`src/rtl/am_demod_chain_if.sv`:
```
// Signal bundle for am_demod_chain: RF/NCO/gain inputs, mixer, decimator and envelope outputs.
interface am_demod_chain_if #(
  parameter int DATA_W = 16
);
  logic                     RF_in;
  logic signed [DATA_W-1:0] sin;
  logic signed [DATA_W-1:0] cos;
  logic [2:0]               gain;
  logic                     RF_out;
  logic signed [DATA_W-1:0] I_out;
  logic signed [DATA_W-1:0] Q_out;
  logic signed [DATA_W-1:0] xI_out;
  logic signed [DATA_W-1:0] xQ_out;
  logic                     x_tick;
  logic signed [DATA_W-1:0] demod_out;
  logic                     out_tick;

  modport master (
    output RF_in, sin, cos, gain,
    input  RF_out, I_out, Q_out, xI_out, xQ_out, x_tick, demod_out, out_tick
  );

  modport slave (
    input  RF_in, sin, cos, gain,
    output RF_out, I_out, Q_out, xI_out, xQ_out, x_tick, demod_out, out_tick
  );
endinterface

```
`src/rtl/am_demod_chain.sv`:
```
// am_demod_chain: 1-bit RF mixer, twin CIC decimators and AM envelope detector.
// Define AM_DEMOD_DCBLOCK_EN to insert a DC blocker on the envelope (adds one cycle).
module am_demod_chain #(
  parameter int CIC_ORDER  = 3,
  parameter int DECIM_LOG2 = 11,
  parameter int DATA_W     = 16
) (
  input logic             CLK,
  input logic             RST,
  am_demod_chain_if.slave bus
);
  // state   | meaning
  // DM_IDLE | waiting for x_tick
  // DM_MAG  | max/min captured, envelope formed this cycle
  // DM_DCB  | DC blocker update (AM_DEMOD_DCBLOCK_EN builds only)

  localparam int ACC_W  = DATA_W + CIC_ORDER*DECIM_LOG2;
  localparam int SHIFT  = CIC_ORDER*DECIM_LOG2;
  localparam int WIDE_W = ACC_W + 8;
  localparam logic signed [DATA_W-1:0] SMAX = {1'b0, {(DATA_W-1){1'b1}}};
  localparam logic signed [DATA_W-1:0] SMIN = {1'b1, {(DATA_W-1){1'b0}}};
  localparam logic signed [WIDE_W-1:0] WMAX = {{(WIDE_W-DATA_W+1){1'b0}}, {(DATA_W-1){1'b1}}};
  localparam logic signed [WIDE_W-1:0] WMIN = {{(WIDE_W-DATA_W+1){1'b1}}, {(DATA_W-1){1'b0}}};
  localparam logic [DATA_W+1:0]        MAG_MAX = {3'b000, {(DATA_W-1){1'b1}}};

  function automatic logic signed [DATA_W-1:0] neg_sat(input logic signed [DATA_W-1:0] v);
    return (v == SMIN) ? SMAX : -v;
  endfunction

  function automatic logic [DATA_W-1:0] abs_sat(input logic signed [DATA_W-1:0] v);
    return v[DATA_W-1] ? neg_sat(v) : v;
  endfunction

  function automatic logic signed [ACC_W-1:0] sext_acc(input logic signed [DATA_W-1:0] v);
    return {{(ACC_W-DATA_W){v[DATA_W-1]}}, v};
  endfunction

  function automatic logic signed [DATA_W-1:0] sat_gain(input logic signed [ACC_W-1:0] v,
                                                        input logic [2:0] g);
    logic signed [WIDE_W-1:0] w;
    w = {{(WIDE_W-ACC_W){v[ACC_W-1]}}, v};
    w = w <<< g;
    if (w > WMAX) return SMAX;
    if (w < WMIN) return SMIN;
    return w[DATA_W-1:0];
  endfunction

  // Mixer
  always_ff @(posedge CLK) begin
    if (RST) begin
      bus.RF_out <= 1'b0;
      bus.I_out  <= '0;
      bus.Q_out  <= '0;
    end else begin
      bus.RF_out <= bus.RF_in;
      bus.I_out  <= bus.RF_in ? bus.cos : neg_sat(bus.cos);
      bus.Q_out  <= bus.RF_in ? bus.sin : neg_sat(bus.sin);
    end
  end

  // Integrators run at full rate; wrap-around is harmless since the combs undo it.
  logic signed [ACC_W-1:0]  integ_i [CIC_ORDER];
  logic signed [ACC_W-1:0]  integ_q [CIC_ORDER];
  logic [DECIM_LOG2-1:0]    dec_cnt;
  logic                     dec_last;

  assign dec_last = &dec_cnt;

  always_ff @(posedge CLK) begin
    if (RST) begin
      dec_cnt <= '0;
      for (int k = 0; k < CIC_ORDER; k++) begin
        integ_i[k] <= '0;
        integ_q[k] <= '0;
      end
    end else begin
      dec_cnt    <= dec_cnt + DECIM_LOG2'(1);
      integ_i[0] <= integ_i[0] + sext_acc(bus.I_out);
      integ_q[0] <= integ_q[0] + sext_acc(bus.Q_out);
      for (int k = 1; k < CIC_ORDER; k++) begin
        integ_i[k] <= integ_i[k] + integ_i[k-1];
        integ_q[k] <= integ_q[k] + integ_q[k-1];
      end
    end
  end

  logic signed [ACC_W-1:0] comb_dly_i [CIC_ORDER];
  logic signed [ACC_W-1:0] comb_dly_q [CIC_ORDER];
  logic signed [ACC_W-1:0] stage_in_i [CIC_ORDER];
  logic signed [ACC_W-1:0] stage_in_q [CIC_ORDER];
  logic signed [ACC_W-1:0] acc_i, acc_q;
  logic signed [ACC_W-1:0] scaled_i, scaled_q;

  always_comb begin
    acc_i = integ_i[CIC_ORDER-1];
    acc_q = integ_q[CIC_ORDER-1];
    for (int k = 0; k < CIC_ORDER; k++) begin
      stage_in_i[k] = acc_i;
      stage_in_q[k] = acc_q;
      acc_i = acc_i - comb_dly_i[k];
      acc_q = acc_q - comb_dly_q[k];
    end
    scaled_i = acc_i >>> SHIFT;
    scaled_q = acc_q >>> SHIFT;
  end

  always_ff @(posedge CLK) begin
    if (RST) begin
      bus.xI_out <= '0;
      bus.xQ_out <= '0;
      bus.x_tick <= 1'b0;
      for (int k = 0; k < CIC_ORDER; k++) begin
        comb_dly_i[k] <= '0;
        comb_dly_q[k] <= '0;
      end
    end else begin
      bus.x_tick <= dec_last;
      if (dec_last) begin
        bus.xI_out <= sat_gain(scaled_i, bus.gain);
        bus.xQ_out <= sat_gain(scaled_q, bus.gain);
        for (int k = 0; k < CIC_ORDER; k++) begin
          comb_dly_i[k] <= stage_in_i[k];
          comb_dly_q[k] <= stage_in_q[k];
        end
      end
    end
  end

  // Envelope sequencing
  typedef enum logic [1:0] {DM_IDLE, DM_MAG, DM_DCB} dm_state_t;
  dm_state_t dm_state, dm_next;
  logic      ld_ab, ld_mag;
`ifdef AM_DEMOD_DCBLOCK_EN
  logic      ld_dcb;
`endif

  always_ff @(posedge CLK) begin
    if (RST) dm_state <= DM_IDLE;
    else     dm_state <= dm_next;
  end

  always_comb begin
    dm_next = dm_state;
    ld_ab   = 1'b0;
    ld_mag  = 1'b0;
`ifdef AM_DEMOD_DCBLOCK_EN
    ld_dcb  = 1'b0;
`endif
    case (dm_state)
      DM_IDLE: if (bus.x_tick) begin
        ld_ab   = 1'b1;
        dm_next = DM_MAG;
      end
      DM_MAG: begin
        ld_mag  = 1'b1;
`ifdef AM_DEMOD_DCBLOCK_EN
        dm_next = DM_DCB;
`else
        dm_next = DM_IDLE;
`endif
      end
      DM_DCB: begin
`ifdef AM_DEMOD_DCBLOCK_EN
        ld_dcb  = 1'b1;
`endif
        dm_next = DM_IDLE;
      end
      default: dm_next = DM_IDLE;
    endcase
  end

  logic [DATA_W-1:0] abs_i, abs_q, mx_q, mn_q;
  logic [DATA_W+1:0] mn3, mag_w;
  logic [DATA_W-1:0] mag_sat;

  assign abs_i   = abs_sat(bus.xI_out);
  assign abs_q   = abs_sat(bus.xQ_out);
  assign mn3     = {2'b00, mn_q} + {1'b0, mn_q, 1'b0};
  assign mag_w   = {2'b00, mx_q} + (mn3 >> 3);
  assign mag_sat = (mag_w > MAG_MAX) ? SMAX : mag_w[DATA_W-1:0];

`ifdef AM_DEMOD_DCBLOCK_EN
  localparam int DCB_W = DATA_W + 3;
  logic signed [DATA_W-1:0] mag_q, m_prev, y_prev, y_shr, dcb_y;
  logic signed [DCB_W-1:0]  dcb_sum;

  function automatic logic signed [DCB_W-1:0] sext_dcb(input logic signed [DATA_W-1:0] v);
    return {{(DCB_W-DATA_W){v[DATA_W-1]}}, v};
  endfunction

  assign y_shr   = y_prev >>> 8;
  assign dcb_sum = sext_dcb(mag_q) - sext_dcb(m_prev) + sext_dcb(y_prev) - sext_dcb(y_shr);
  assign dcb_y   = (dcb_sum > sext_dcb(SMAX)) ? SMAX :
                   (dcb_sum < sext_dcb(SMIN)) ? SMIN : dcb_sum[DATA_W-1:0];
`endif

  always_ff @(posedge CLK) begin
    if (RST) begin
      mx_q          <= '0;
      mn_q          <= '0;
      bus.demod_out <= '0;
      bus.out_tick  <= 1'b0;
`ifdef AM_DEMOD_DCBLOCK_EN
      mag_q         <= '0;
      m_prev        <= '0;
      y_prev        <= '0;
`endif
    end else begin
      bus.out_tick <= 1'b0;
      if (ld_ab) begin
        mx_q <= (abs_i >= abs_q) ? abs_i : abs_q;
        mn_q <= (abs_i >= abs_q) ? abs_q : abs_i;
      end
`ifdef AM_DEMOD_DCBLOCK_EN
      if (ld_mag) mag_q <= mag_sat;
      if (ld_dcb) begin
        bus.demod_out <= dcb_y;
        y_prev        <= dcb_y;
        m_prev        <= mag_q;
        bus.out_tick  <= 1'b1;
      end
`else
      if (ld_mag) begin
        bus.demod_out <= mag_sat;
        bus.out_tick  <= 1'b1;
      end
`endif
    end
  end
endmodule

```
`src/flat_wrapper.sv`:
```
// flat-port wrapper written by rule: the top's interface ports become plain ports
module am_demod_chain_flat 
#(
  parameter int CIC_ORDER  = 3,
  parameter int DECIM_LOG2 = 11,
  parameter int DATA_W     = 16
)
  (CLK, RST, bus_RF_in, bus_sin, bus_cos, bus_gain, bus_RF_out, bus_I_out, bus_Q_out, bus_xI_out, bus_xQ_out, bus_x_tick, bus_demod_out, bus_out_tick);
  am_demod_chain_if #(.DATA_W(DATA_W)) bus_i ();
  input logic CLK;
  input logic RST;
  input wire logic [$bits(bus_i.RF_in)-1:0] bus_RF_in;
  input wire logic [$bits(bus_i.sin)-1:0] bus_sin;
  input wire logic [$bits(bus_i.cos)-1:0] bus_cos;
  input wire logic [$bits(bus_i.gain)-1:0] bus_gain;
  output wire logic [$bits(bus_i.RF_out)-1:0] bus_RF_out;
  output wire logic [$bits(bus_i.I_out)-1:0] bus_I_out;
  output wire logic [$bits(bus_i.Q_out)-1:0] bus_Q_out;
  output wire logic [$bits(bus_i.xI_out)-1:0] bus_xI_out;
  output wire logic [$bits(bus_i.xQ_out)-1:0] bus_xQ_out;
  output wire logic [$bits(bus_i.x_tick)-1:0] bus_x_tick;
  output wire logic [$bits(bus_i.demod_out)-1:0] bus_demod_out;
  output wire logic [$bits(bus_i.out_tick)-1:0] bus_out_tick;
  assign bus_i.RF_in = bus_RF_in;
  assign bus_i.sin = bus_sin;
  assign bus_i.cos = bus_cos;
  assign bus_i.gain = bus_gain;
  assign bus_RF_out = bus_i.RF_out;
  assign bus_I_out = bus_i.I_out;
  assign bus_Q_out = bus_i.Q_out;
  assign bus_xI_out = bus_i.xI_out;
  assign bus_xQ_out = bus_i.xQ_out;
  assign bus_x_tick = bus_i.x_tick;
  assign bus_demod_out = bus_i.demod_out;
  assign bus_out_tick = bus_i.out_tick;
  am_demod_chain #(.CIC_ORDER(CIC_ORDER), .DECIM_LOG2(DECIM_LOG2), .DATA_W(DATA_W)) u_core (.CLK(CLK), .RST(RST), .bus(bus_i));
endmodule
```
`config.mk`:
```
export PLATFORM = sky130hd
export DESIGN_NAME = am_demod_chain_flat
export DESIGN_NICKNAME = d
export VERILOG_FILES = /design/src/rtl/am_demod_chain_if.sv /design/src/rtl/am_demod_chain.sv /design/src/flat_wrapper.sv
export SDC_FILE = /design/constraint.sdc
export NUM_CORES = 2
export LEC_CHECK = 0
export ABC_AREA = 1
export ABC_CLOCK_PERIOD_IN_PS = 13260
export BUFFER_PORTS_ARGS = -buffer_cell sky130_fd_sc_hd__buf_2
export CAP_MARGIN = 10
export CORE_ASPECT_RATIO = 0.75
export CORE_MARGIN = 2
export CORE_UTILIZATION = 55
export CTS_BUF_LIST = sky130_fd_sc_hd__clkbuf_4 sky130_fd_sc_hd__clkbuf_8
export DETAILED_ROUTE_END_ITERATION = 7
export GPL_ROUTABILITY_DRIVEN = 0
export PLACE_DENSITY = 0.71
export SLEW_MARGIN = 20
export SYNTH_ARGS = -nofsm -noshare
export SYNTH_HDL_FRONTEND = slang
export SYNTH_SLANG_ARGS = --single-unit
export TNS_END_PERCENT = 20
```
`constraint.sdc`:
```
create_clock -name CLK -period 13.26 [get_ports CLK]
set_clock_uncertainty 0.1 [all_clocks]
set_input_delay 2.652 -clock CLK [delete_from_list [all_inputs] [get_ports CLK]]
set_output_delay 2.652 -clock CLK [all_outputs]
set_load 0.01 [all_outputs]
```
==> Word level (Yosys, flattened, before mapping) <==
Memories as Yosys holds them, arrays and structs flattened.
Index checks and enable logic that the tools add are counted.
{ "op_classes": {"eq_ne": 4, "magnitude_cmp": 6, "muxes": 55, "n_addsub": 19, "bitwise": 13, "shift": 2, "n_reduce_logical": 3} }
{ "op_table": {"columns": ["cell", "n"], "rows": [
  ["$mux W49", 12],
  ["$mux W16", 19],
  ["$sub A49 B49 Y49", 6],
  ["$add A49 B49 Y49", 4],
  ["$gt A57 B16 Y1 const B", 2],
  ["$lt A57 B16 Y1 const B", 2],
  ["$sshl A16 B3 Y57", 2],
  ["$add A49 B16 Y49", 2],
  ["$eq A16 B16 Y1 const B", 4],
  ["$neg A16 Y16", 4],
  ["$mux W1", 24],
  ["$add A16 B17 Y18", 1],
  ["$gt A18 B15 Y1 const B", 1],
  ["$add A16 B15 Y17", 1],
  ["$ge A16 B16 Y1", 1],
  ["$or A1 B1 Y1", 12],
  ["$add A11 B1 Y11 const B", 1],
  ["$reduce_and A11 Y1", 1],
  ["$logic_not A2 Y1", 1],
  ["$reduce_or A2 Y1", 1],
  ["$not A1 Y1", 1]
]} }
{ "word_totals": {"mem_bits_rw": 588, "regBits": 127, "memories": 4, "input_bits": 38, "word_cells": 118} }
{ "memory_table": {"columns": ["name", "depth", "width", "read_ports", "rd_ports_with_merged_regs", "write_ports", "line", "rtl"], "rows": [
  ["u_core.comb_dly_i", 3, 49, 3, 0, 3, "am_demod_chain.sv:87", "logic signed [ACC_W-1:0] comb_dly_i [CIC_ORDER];"],
  ["u_core.comb_dly_q", 3, 49, 3, 0, 3, "am_demod_chain.sv:88", "logic signed [ACC_W-1:0] comb_dly_q [CIC_ORDER];"],
  ["u_core.integ_i", 3, 49, 3, 0, 3, "am_demod_chain.sv:62", "logic signed [ACC_W-1:0] integ_i [CIC_ORDER];"],
  ["u_core.integ_q", 3, 49, 3, 0, 3, "am_demod_chain.sv:63", "logic signed [ACC_W-1:0] integ_q [CIC_ORDER];"]
]} }

==> Depth between registers and ports, before layout <==
An unclocked memory read counts as a cell.
{ "depth": {"ltp_word": 14, "depth_mapped": 55, "mapped_depth_nobuf": 55} }

==> Worst setup path before layout <==
Ideal clock, no wire load.
{ "synth_timing": {"path_type": "input to register", "start": "in RST", "end": "reg u_core.bus.xI_out[7]", "required_time_ns": 13.048, "path_buffers": 1, "setup_ns": 0.112, "stages": 8, "setup_slack_ns": 2.978, "t_arrival_ns": 10.070, "cell_sequence": "clkinv_1 -> nand2_1 -> inv_1 -> clkbuf_1 -> nand2_1 -> nand2_1 -> inv_1 -> nand2_1"} }
{ "synth_lines": {"columns": ["item", "line", "rtl"], "rows": [
  ["from (decl)", "flat_wrapper.sv:11", "input logic RST;"],
  ["to (signal assigned)", "am_demod_chain.sv:119", "bus.xI_out <= sat_gain(scaled_i, bus.gain);"],
  ["to (decl)", "am_demod_chain_if.sv:25", "output RF_out, I_out, Q_out, xI_out, xQ_out, x_tick, demod_out, out_tick"]
]} }

==> results.tsv <==
metric	value	unit
Final ANT Viol Nets	0	
total number of vias	55900	
Global Route Usage Sum	27.6	%
syn nets	9135	
Max Transition Viols Final	0	
root buffer cell	clkbuf_8	
gr ovfl total	0	
post-route setup TNS	0	ps
Placed Area	0.0604	sq mm
Clock Path Buffers	3	
Die X	380	um
NumNets Final	9262	
Hold WS	337	ps
Num CTS Buffers	120	
share of the synthesized area in the top cell type	15.1	%
number of storage elements in the synthesis netlist	715	
vias in the first global route	51400	
worst hold start	u_core.bus.demod_out[15]$_SDFFE_PP0P_	
FMAX	119	MHz
routed vias/inst	5.53	
worst skew pair latency	840	ps
post-CTS setup buffers	0	
element type at the critical path start	flop	
Syn Std Cell Area	0.0584	sq mm
initial antenna violation count	1	
drt wl/cell	15.2	um
Top Ports	121	
Netlist cell types	62	
Max-Cap Viols	0	
CP max stage delay	420	ps
First DRT Iteration DRCs	4526	
critical path arrival	9040	ps
worst rel slew slack	30.8	%
DIE AREA	0.109	sq mm
row cnt	103	
most frequent CP cell	nand2_1	
Worst Setup SP	u_core.integ_i[0][100]$_SDFF_PP0_	
# setup viols final	0	
largest net degree at the start of global routing	189	
first-pass GRT wire length	254000	um
DRC	0	
min cycle time layout	8370	ps
IO Port Bufs	120	
most frequent cells in the layout	nand2_1 (1,517), inv_1 (1,417), a21oi_1 (1,091)	
EDFF count, synth	294	
drt total wl	154000	um
run status	complete, no violations	
Crit-path slowest cell	a21oi_1	
cts repair resizes	0	
Worst setup EP type	flop	
FILL cells	9911	
Post-synth ARST share	0	%
core area	0.105	sq mm
ranking of synthesized cells by area	edfxtp_1 (15%), dfxtp_1 (14%), ha_1 (13%), nand2_1 (9.8%), a21oi_1 (9.3%)	
H-tree levels	3	
clock-pin slew on the worst setup and hold paths	70	ps
Sink Count	715	
Detailed Place HPWL	119000	um
CP Max Fanout	11	
Final Core Density	60.0	%
Final Cell Area	0.0631	sq mm
Worst Path Class, Setup	reg2reg	
CTS tree	built	
Final period util	63.2	%
part of the Yosys area used for sequential elements	29.5	%
Hold Vio Cnt, Final	0	
commonest non-fill, non-tap cell in the layout	nand2_1	
Most used DFF post-synth	dfxtp_1	
unrepaired setup endpoints after global routing	no	
worst r2r src	u_core.integ_i[0][100]$_SDFF_PP0_	
synth warn	0	
Required @ worst endpoint	13920	ps
drt pass-1 iters	6	
area leader, netlist	edfxtp_1	
die height	286	um
actual slew at the worst max-slew pin	1040	ps
fraction of layout cells with a size suffix above 1	5.74	%
CTS Hold Buffers Added	0	
worst hold path class	reg2reg	
Cells after Synth	8461	
Initial Utilization	55.5	%
average size of a mapped cell	6.90	sq um
Synth-to-Final Area Change	8.08	%
[area by class of cell]
type	count	area, sq um	area share (%)
multi-input combinational	6188	35300	55.9
tap	1417	1770	2.81
clock inverter	52	472	0.747
timing repair buffer	135	739	1.17
clock buffer	173	2230	3.53
antenna	5	12.5	0.0198
sequential	715	17300	27.3
inverter	1428	5380	8.52
[layer usage]
layer | GRT usage, % | wire [um] | vias up
li1 | - | - | 28600
met3 | 4.42 | 11700 | 205
met4 | 5.97 | 2590 | 0
met2 | 41.2 | 61900 | 1805
met1 | 41.8 | 77400 | 25300
met5 | 0 | 0 | -
[worst max-delay path: cells and delay by family, from the launching register on]
kind / cells / cell delay, ps
buffers and inverters: 6 / 440
AOI/OAI and AO/OA: 15 / 3160
and+or+nand+nor: 25 / 2720
DFF: 1 / 350
adders and majority gates: 3 / 1070
xor gates and xnor gates: 2 / 480
[Yosys cell counts (all sizes together), types with 5 or more instances]
cell and count:
and3 5, clkbuf 108, o221ai 10, fa 11, dfxtp 421, o21ai 607
nor4 38, inv 1425, nor3 105, xor2 165, o211ai 28, or2 39
ha 625, a21oi 1102, a31oi 146, buf 22, a21o 31, xnor2 74
o31ai 22, nand3 323, a211oi 9, o21bai 37, a221oi 5, a31o 6
o221a 6, nor2 973, a21boi 51, nand2 1546, o21a 142, nand4 41
nand3b 5, and2 12, edfxtp 294
[flip-flops by register name, indices dropped and copies added (netlist names)]
| register | cells |
|---|---|
| u_core.bus.I_out | 16 |
| u_core.dec_cnt | 11 |
| u_core.bus.out_tick | 1 |
| u_core.bus.xQ_out | 16 |
| u_core.bus.RF_out | 1 |
| u_core.bus.Q_out | 16 |
| u_core.dm_state | 1 |
| u_core.mx_q | 16 |
| u_core.bus.x_tick | 1 |
| u_core.bus.xI_out | 16 |
| u_core.comb_dly_i | 147 |
| u_core.bus.demod_out | 16 |
| u_core.integ_q | 147 |
| u_core.mn_q | 16 |
| u_core.integ_i | 147 |
| u_core.comb_dly_q | 147 |
[path summary, 6_finish.rpt]
check	endpoint	slack (ps)	cells past startpoint
min	u_core.bus.demod_out[15]$_SDFFE_PP0P_	340	2
max	u_core.bus.xI_out[7]$_SDFFE_PP0P_	4890	51
max reg2reg	u_core.bus.xI_out[7]$_SDFFE_PP0P_	4890	51
min reg2reg	u_core.bus.demod_out[15]$_SDFFE_PP0P_	340	2
[cell families after synthesis]
logic type / after synthesis / synth area share (%)
buffers and inverters: 1558 / 10.1
AND/OR/NAND/NOR: 3091 / 21.8
flip-flops: 715 / 29.5
XOR/XNOR: 239 / 3.58
adder cells (fa/ha/maj): 636 / 13.8
multiplexers: 2 / 0.0343
AO/OA/AOI/OAI: 2220 / 21.2
[stage by stage]
stage               setup slack [ps]  instances
floorplan                       2980       8461
global placement                5220       9882
detailed placement              5010       9882
CTS                             4940      10100
global route                    3740      10100
finish                          4890      10100
Power is not shown: default switching activity piles up to over one toggle a cycle in this logic, so the estimate is an artifact.
